===== config.mk =====
export PLATFORM = sky130hd
export DESIGN_NAME = cpu_sequencer
export DESIGN_NICKNAME = d
export VERILOG_FILES = /design/src/rtl/cpu_seq_pkg.sv /design/src/rtl/seq_wait_timer.sv /design/src/rtl/cpu_sequencer.sv
export SDC_FILE = /design/constraint.sdc
export NUM_CORES = 1
export LEC_CHECK = 0
export ABC_AREA = 0
export CORE_UTILIZATION = 40
export CTS_BUF_LIST = sky130_fd_sc_hd__clkbuf_8 sky130_fd_sc_hd__clkbuf_16
export DETAILED_ROUTE_END_ITERATION = 10
export PLACE_DENSITY = 0.7
export SLEW_MARGIN = 20
export SYNTH_ARGS = -nofsm -noshare
export SYNTH_HDL_FRONTEND = slang
export SYNTH_SLANG_ARGS = --single-unit

===== constraint.sdc =====
create_clock -name clk -period 2.5 [get_ports clk]
set_input_delay 0.5 -clock clk [delete_from_list [all_inputs] [get_ports clk]]
set_output_delay 0.5 -clock clk [all_outputs]
set_load 0.05 [all_outputs]

===== src/rtl/cpu_seq_pkg.sv =====
// Shared stage encodings and strobe payload for the cpu sequencer and CPU trace logic.
package cpu_seq_pkg;

  localparam int unsigned STAGE_W = 3;
  localparam int unsigned WAIT_W  = 4;

  // Stage encodings, also used by the CPU top for trace output.
  typedef enum logic [STAGE_W-1:0] {
    ST_IF   = 3'd0,
    ST_RR   = 3'd1,
    ST_EX   = 3'd2,
    ST_MA   = 3'd3,
    ST_RW   = 3'd4,
    ST_HALT = 3'd5
  } stage_t;

  // Registered stage strobes driven toward decoder, ALU, RAM and register file.
  typedef struct packed {
    logic decoder_reset;
    logic alu_reset;
    logic ram_we;
    logic reg_we;
  } strobe_t;

  // True when the instruction must pass through the memory-access stage.
  function automatic logic needs_ma(input logic skip_ma, input logic is_load, input logic is_store);
    return !skip_ma || is_load || is_store;
  endfunction

endpackage


===== src/rtl/seq_wait_timer.sv =====
// Memory wait-state down-counter: loaded on MA entry, done once it reaches zero.
module seq_wait_timer
  import cpu_seq_pkg::*;
(
  input  logic              clk,
  input  logic              rst,
  input  logic              load,
  input  logic              run,
  input  logic [WAIT_W-1:0] load_val,
  output logic              done_c
);

  logic [WAIT_W-1:0] count_q;
  logic [WAIT_W-1:0] count_d;

  // Load has priority; otherwise count down while in MA until zero.
  always_comb begin
    count_d = count_q;
    if (load) begin
      count_d = load_val;
    end else if (run && (count_q != '0)) begin
      count_d = count_q - WAIT_W'(1);
    end
  end

  // Counter register; reset discards any pending wait.
  always_ff @(posedge clk) begin
    if (!rst) begin
      count_q <= '0;
    end else begin
      count_q <= count_d;
    end
  end

  assign done_c = (count_q == '0);

endmodule


===== src/rtl/cpu_sequencer.sv =====
// Multi-cycle stage controller: PC register, IF/RR/EX/MA/RW/HALT FSM, stage strobes and counters.
module cpu_sequencer
  import cpu_seq_pkg::*;
#(
  parameter int unsigned     PC_W     = 32,
  parameter logic [PC_W-1:0] RESET_PC = PC_W'(32'h7FFC),
  parameter bit              SKIP_MA  = 1'b1,
  parameter int unsigned     MEM_WAIT = 0,
  parameter int unsigned     CNT_W    = 32
) (
  input  logic               clk,
  input  logic               rst,
  input  logic [PC_W-1:0]    npc,
  input  logic               is_load,
  input  logic               is_store,
  input  logic               is_halt,
  input  logic               reg_we_state,
  input  logic               mem_ready,
  input  logic               stall_req,
  output logic [PC_W-1:0]    pc,
  output logic [STAGE_W-1:0] stage,
  output logic               decoder_reset,
  output logic               alu_reset,
  output logic               ram_we,
  output logic               reg_we,
  output logic               retire,
  output logic               halted,
  output logic [CNT_W-1:0]   cycle_count,
  output logic [CNT_W-1:0]   instret_count
);

  stage_t            state_q, state_d;
  logic [PC_W-1:0]   pc_q, pc_d;
  strobe_t           strb_q, strb_d;
  logic              retire_q, retire_d;
  logic              halted_q, halted_d;
  logic [CNT_W-1:0]  cyc_q, cyc_d;
  logic [CNT_W-1:0]  ret_q, ret_d;
  logic              wait_load;
  logic              wait_done_c;

  seq_wait_timer u_wait_timer (
    .clk      (clk),
    .rst      (rst),
    .load     (wait_load),
    .run      (state_q == ST_MA),
    .load_val (WAIT_W'(MEM_WAIT)),
    .done_c   (wait_done_c)
  );

  // Next-state, PC, counter and strobe computation; strobes follow the next state.
  always_comb begin
    state_d   = state_q;
    pc_d      = pc_q;
    cyc_d     = cyc_q;
    ret_d     = ret_q;
    retire_d  = 1'b0;
    wait_load = 1'b0;
    strb_d    = '0;

    unique case (state_q)
      ST_IF: begin
        if (!stall_req) begin
          state_d = ST_RR;
        end
      end
      ST_RR: begin
        state_d = ST_EX;
      end
      ST_EX: begin
        if (needs_ma(SKIP_MA, is_load, is_store)) begin
          state_d   = ST_MA;
          wait_load = 1'b1;
        end else begin
          state_d = ST_RW;
        end
      end
      ST_MA: begin
        if (wait_done_c && mem_ready) begin
          state_d = ST_RW;
        end
      end
      ST_RW: begin
        retire_d = 1'b1;
        ret_d    = ret_q + CNT_W'(1);
        if (is_halt) begin
          state_d = ST_HALT;
        end else begin
          state_d = ST_IF;
          pc_d    = npc;
        end
      end
      ST_HALT: begin
        state_d = ST_HALT;
      end
      default: begin
        state_d = ST_IF;
      end
    endcase

    if (state_q != ST_HALT) begin
      cyc_d = cyc_q + CNT_W'(1);
    end

    // A store strobes only on the EX->MA edge, so wait cycles never repeat it.
    strb_d.decoder_reset = (state_d == ST_RR);
    strb_d.alu_reset     = (state_d == ST_EX);
    strb_d.ram_we        = wait_load && is_store;
    strb_d.reg_we        = (state_d == ST_RW) && reg_we_state;
    halted_d             = (state_d == ST_HALT);
  end

  // State, PC, strobe and counter registers with synchronous active-low reset.
  always_ff @(posedge clk) begin
    if (!rst) begin
      state_q  <= ST_IF;
      pc_q     <= RESET_PC;
      strb_q   <= '0;
      retire_q <= 1'b0;
      halted_q <= 1'b0;
      cyc_q    <= '0;
      ret_q    <= '0;
    end else begin
      state_q  <= state_d;
      pc_q     <= pc_d;
      strb_q   <= strb_d;
      retire_q <= retire_d;
      halted_q <= halted_d;
      cyc_q    <= cyc_d;
      ret_q    <= ret_d;
    end
  end

  assign pc            = pc_q;
  assign stage         = state_q;
  assign decoder_reset = strb_q.decoder_reset;
  assign alu_reset     = strb_q.alu_reset;
  assign ram_we        = strb_q.ram_we;
  assign reg_we        = strb_q.reg_we;
  assign retire        = retire_q;
  assign halted        = halted_q;
  assign cycle_count   = cyc_q;
  assign instret_count = ret_q;

endmodule


==> metrics.yaml <==
drt:
  wl_met3_um: 642
  wl_met1_um: 5489
  wl_met2_um: 6226
  drtPass1Iterations: 9
  maxUsedRoutingLayer: "met4"
  wl_per_cell_um: 14.67
  drt_first_iter_violations: 234
  drc_errors: 16
  drt-total-wl_um: 12570
  via_count: 4667
  via_per_inst: 5.446
  drtAntennaViolNets: 0
die:
  die_w_um: 111.2
  top_level_ports: 145
  die_y_um: 111.2
  die_area_mm2: 0.01236
  rows: 39
  core_area_mm2: 0.01152
  start_util: 0.4142
final_layout:
  fin_nets: 753
  nFillCells: 1022
  diodes: 0
  area_delta_synth_final_pct: 40.56
  layout-drive-gt1-share: 0.05182
setup_path:
  worst_setup_path_start_kind: "flip-flop"
  critPathRequiredTime_ps: 2760
  endpoint: "instret_count[30]"
  cp-end-kind: "flip-flop"
  path_class: "reg -> reg"
  reg2reg_to: "instret_count[30]"
  worstPathMaxFanout: 16
  cp-startpoint: "instret_count[13]"
  worstPathArrival_ps: 2560
  reg2regPathDepth: 4
  rrSetupSlack_ps: 200
  r2r_start: "instret_count[13]"
clock_network:
  path_clk_slew_ps: 70
  cts_max_level: 3
  clk_latency_ps: 340
  cts_hold_buf: 0
  cts_resized: 0
  cts_num_sinks: 109
  cts_root_buffer: "clkbuf_16"
  cts_setup_buffers: 0
  cts-buffers-inserted: 9
  tritoncts: "done"
  cts_buffer_depth: 2
sta:
  fin_crit_ps: 2304
  relSlewSlack: 0.5436
  max_freq_ghz: 0.4340
  fin_tns_setup_ps: 0
  finalMaxSlewViolations: 0
  final-setup-viol-count: 0
  post-route-period-util: 0.9216
  fin_worst_skew_ps: 5.108
  worst_pin_slew_ps: 683.6
  rsz0062_at_grt: "no"
  fin_ws_ps: 196.0
  hold_violations: 0
place:
  hpwlAfterDp_um: 8716
  preCtsSetupSlack_ps: 211.8
  io_buffer_count: 144
  place.gp.congestion: 0.8066
synth:
  syn_area_mm2: 0.004770
  synth_cells: 574
  ys_ff_latch: 109
  synth.avg_cell_area_um2: 8.309
  synth_seq_area_share: 0.4575
  yosysUniqueCellTypes: 41
  yosys_warnings: 0
  syn_nets: 618
power:
  power_density_mw_per_mm2: 541.8
  ir_drop_v: 0.0004754
  p_clk_frac: 0.426
  p_sw_frac: 0.2249
  power_frac_seq: 0.488
  leakagePower_nw: 2.213
  internal_power_mw: 2.815
  p_switching_mw: 0.8169
  combinationalPowerShare: 0.086
run_status:
  status: "finished, violations left"
  violations: "DRC"
global_route:
  grt_pass1_wl_um: 20680
  overflow: 0
  grt_antenna_before_repair: 0
  grt_use_total: 0.2029
  grt_pass1_vias: 4396
  grt_max_degree: 44
hold_path:
  min-delay-path-class: "reg -> reg"
run:
  max-cap-violations: 0
[critical path, stage by stage (launching register included)]
cell and delay [ps]:
dfxtp_1 440, nand4_1 250, or4_1 810, or4_1 550, a21oi_1 180
[synthesized netlist by cell type, drive strengths merged]
cell / instances / area, um2
dfxtp: 109 / 2182
nand2: 108 / 405.4
a21oi: 54 / 270.3
nand3: 33 / 165.2
clkbuf: 31 / 116.4
or4: 29 / 217.7
nor2: 26 / 97.59
o31ai: 22 / 165.2
nand2b: 16 / 100.1
nor4: 16 / 100.1
inv: 14 / 52.55
mux2i: 13 / 130.1
xnor2: 13 / 113.9
nand4: 12 / 75.07
or3: 12 / 75.07
o21ai: 10 / 50.05
xor2: 8 / 70.07
and4: 6 / 52.55
buf: 4 / 18.76
ha: 4 / 50.05
nor3: 4 / 20.02
and2: 3 / 18.77
and3: 3 / 18.77
nor3b: 3 / 22.52
nor4b: 3 / 26.28
a211oi: 2 / 15.01
and3b: 2 / 17.52
or3b: 2 / 17.52
or4b: 2 / 20.02
a2111oi: 1 / 8.760
a311o: 1 / 10.01
a31oi: 1 / 6.260
and4b: 1 / 10.01
nand3b: 1 / 7.510
nand4bb: 1 / 11.26
nor2b: 1 / 6.260
nor4bb: 1 / 10.01
o32ai: 1 / 8.760
or2: 1 / 6.260
[worst min-delay path by stage]
stage,start,endpoint,depth (start not counted)
after global placement,pc[18],pc[18],2
after global routing,pc[26],pc[26],2
after CTS,pc[19],pc[19],2
after detailed placement,pc[19],pc[19],2
after floorplan,u_wait_timer.count_q[1],u_wait_timer.count_q[1],2
final,pc[26],pc[26],2
[layout by cell type (no fill, tap or decap), drive strengths merged, types with 12 or more instances in the layout]
master,synthesis,routed
nand3,33,33
xnor2,13,13
inv,14,15
nand2b,16,16
or4,29,29
a21oi,54,54
dfxtp,109,109
mux2i,13,13
nand2,108,108
o31ai,22,22
or3,12,12
clkdlybuf4s50,0,143
nor4,16,16
buf,4,16
nor2,26,26
nand4,12,12
[logic make-up (layout without fill, tap and decap cells)]
| kind of cell | after synthesis | after routing | synth area share |
|---|---|---|---|
| fa+ha+maj | 4 | 4 | 0.01049 |
| mux | 13 | 13 | 0.02728 |
| compound gates | 92 | 92 | 0.1120 |
| xor+xnor | 21 | 21 | 0.03856 |
| simple gates | 286 | 286 | 0.3148 |
| flops | 109 | 109 | 0.4575 |
| buf+inv | 49 | 189 | 0.03935 |
[through the flow]
step | utilization | std cells | power (mW) | instance area (um2) | hold slack, ps
after global placement | 0.5538 | 841 | 2.120 | 6377 | 441.6
after global routing | 0.5821 | 857 | 3.767 | 6704 | 473.1
after CTS | 0.5821 | 857 | 3.674 | 6704 | 456.1
final | 0.5821 | 857 | 3.632 | 6704 | 453.8
after detailed placement | 0.5538 | 841 | 2.124 | 6377 | 446.3
after floorplan | - | 574 | 1.980 | 4770 | 490.7
[sequential cells by signal (all words and copies together) (netlist names), 3 cells and up]
name	flops
instret_count	32
cycle_count	32
stage	3
pc	32
u_wait_timer.count_q	4
[power by group through the flow]
stage / Combinational [mW] / Sequential, mW / Clock [mW]
final: 0.312 / 1.77 / 1.55
after global routing: 0.334 / 1.77 / 1.66
after CTS: 0.313 / 1.77 / 1.59
after detailed placement: 0.312 / 1.81 / 0
after global placement: 0.309 / 1.81 / 0
after floorplan: 0.0939 / 1.89 / 0
[layout make-up]
cell class	instances	area, um2	share of cell area
multi-input cells	416	2402	0.3583
flip-flops and latches	109	2182	0.3255
repair buffers	159	1562	0.2329
clock buffers	11	252.7	0.03770
well taps	143	178.9	0.02669
clock inverters	5	73.82	0.01101
inverters	14	52.55	0.007839
[metal layers]
metal / vias up / track usage
met4: 0 / 0.07387
met1: 2221 / 0.2448
li1: 2305 / -
met3: 14 / 0.05030
met5: - / 0
met2: 127 / 0.3483
(Power assumes the default switching activity.)
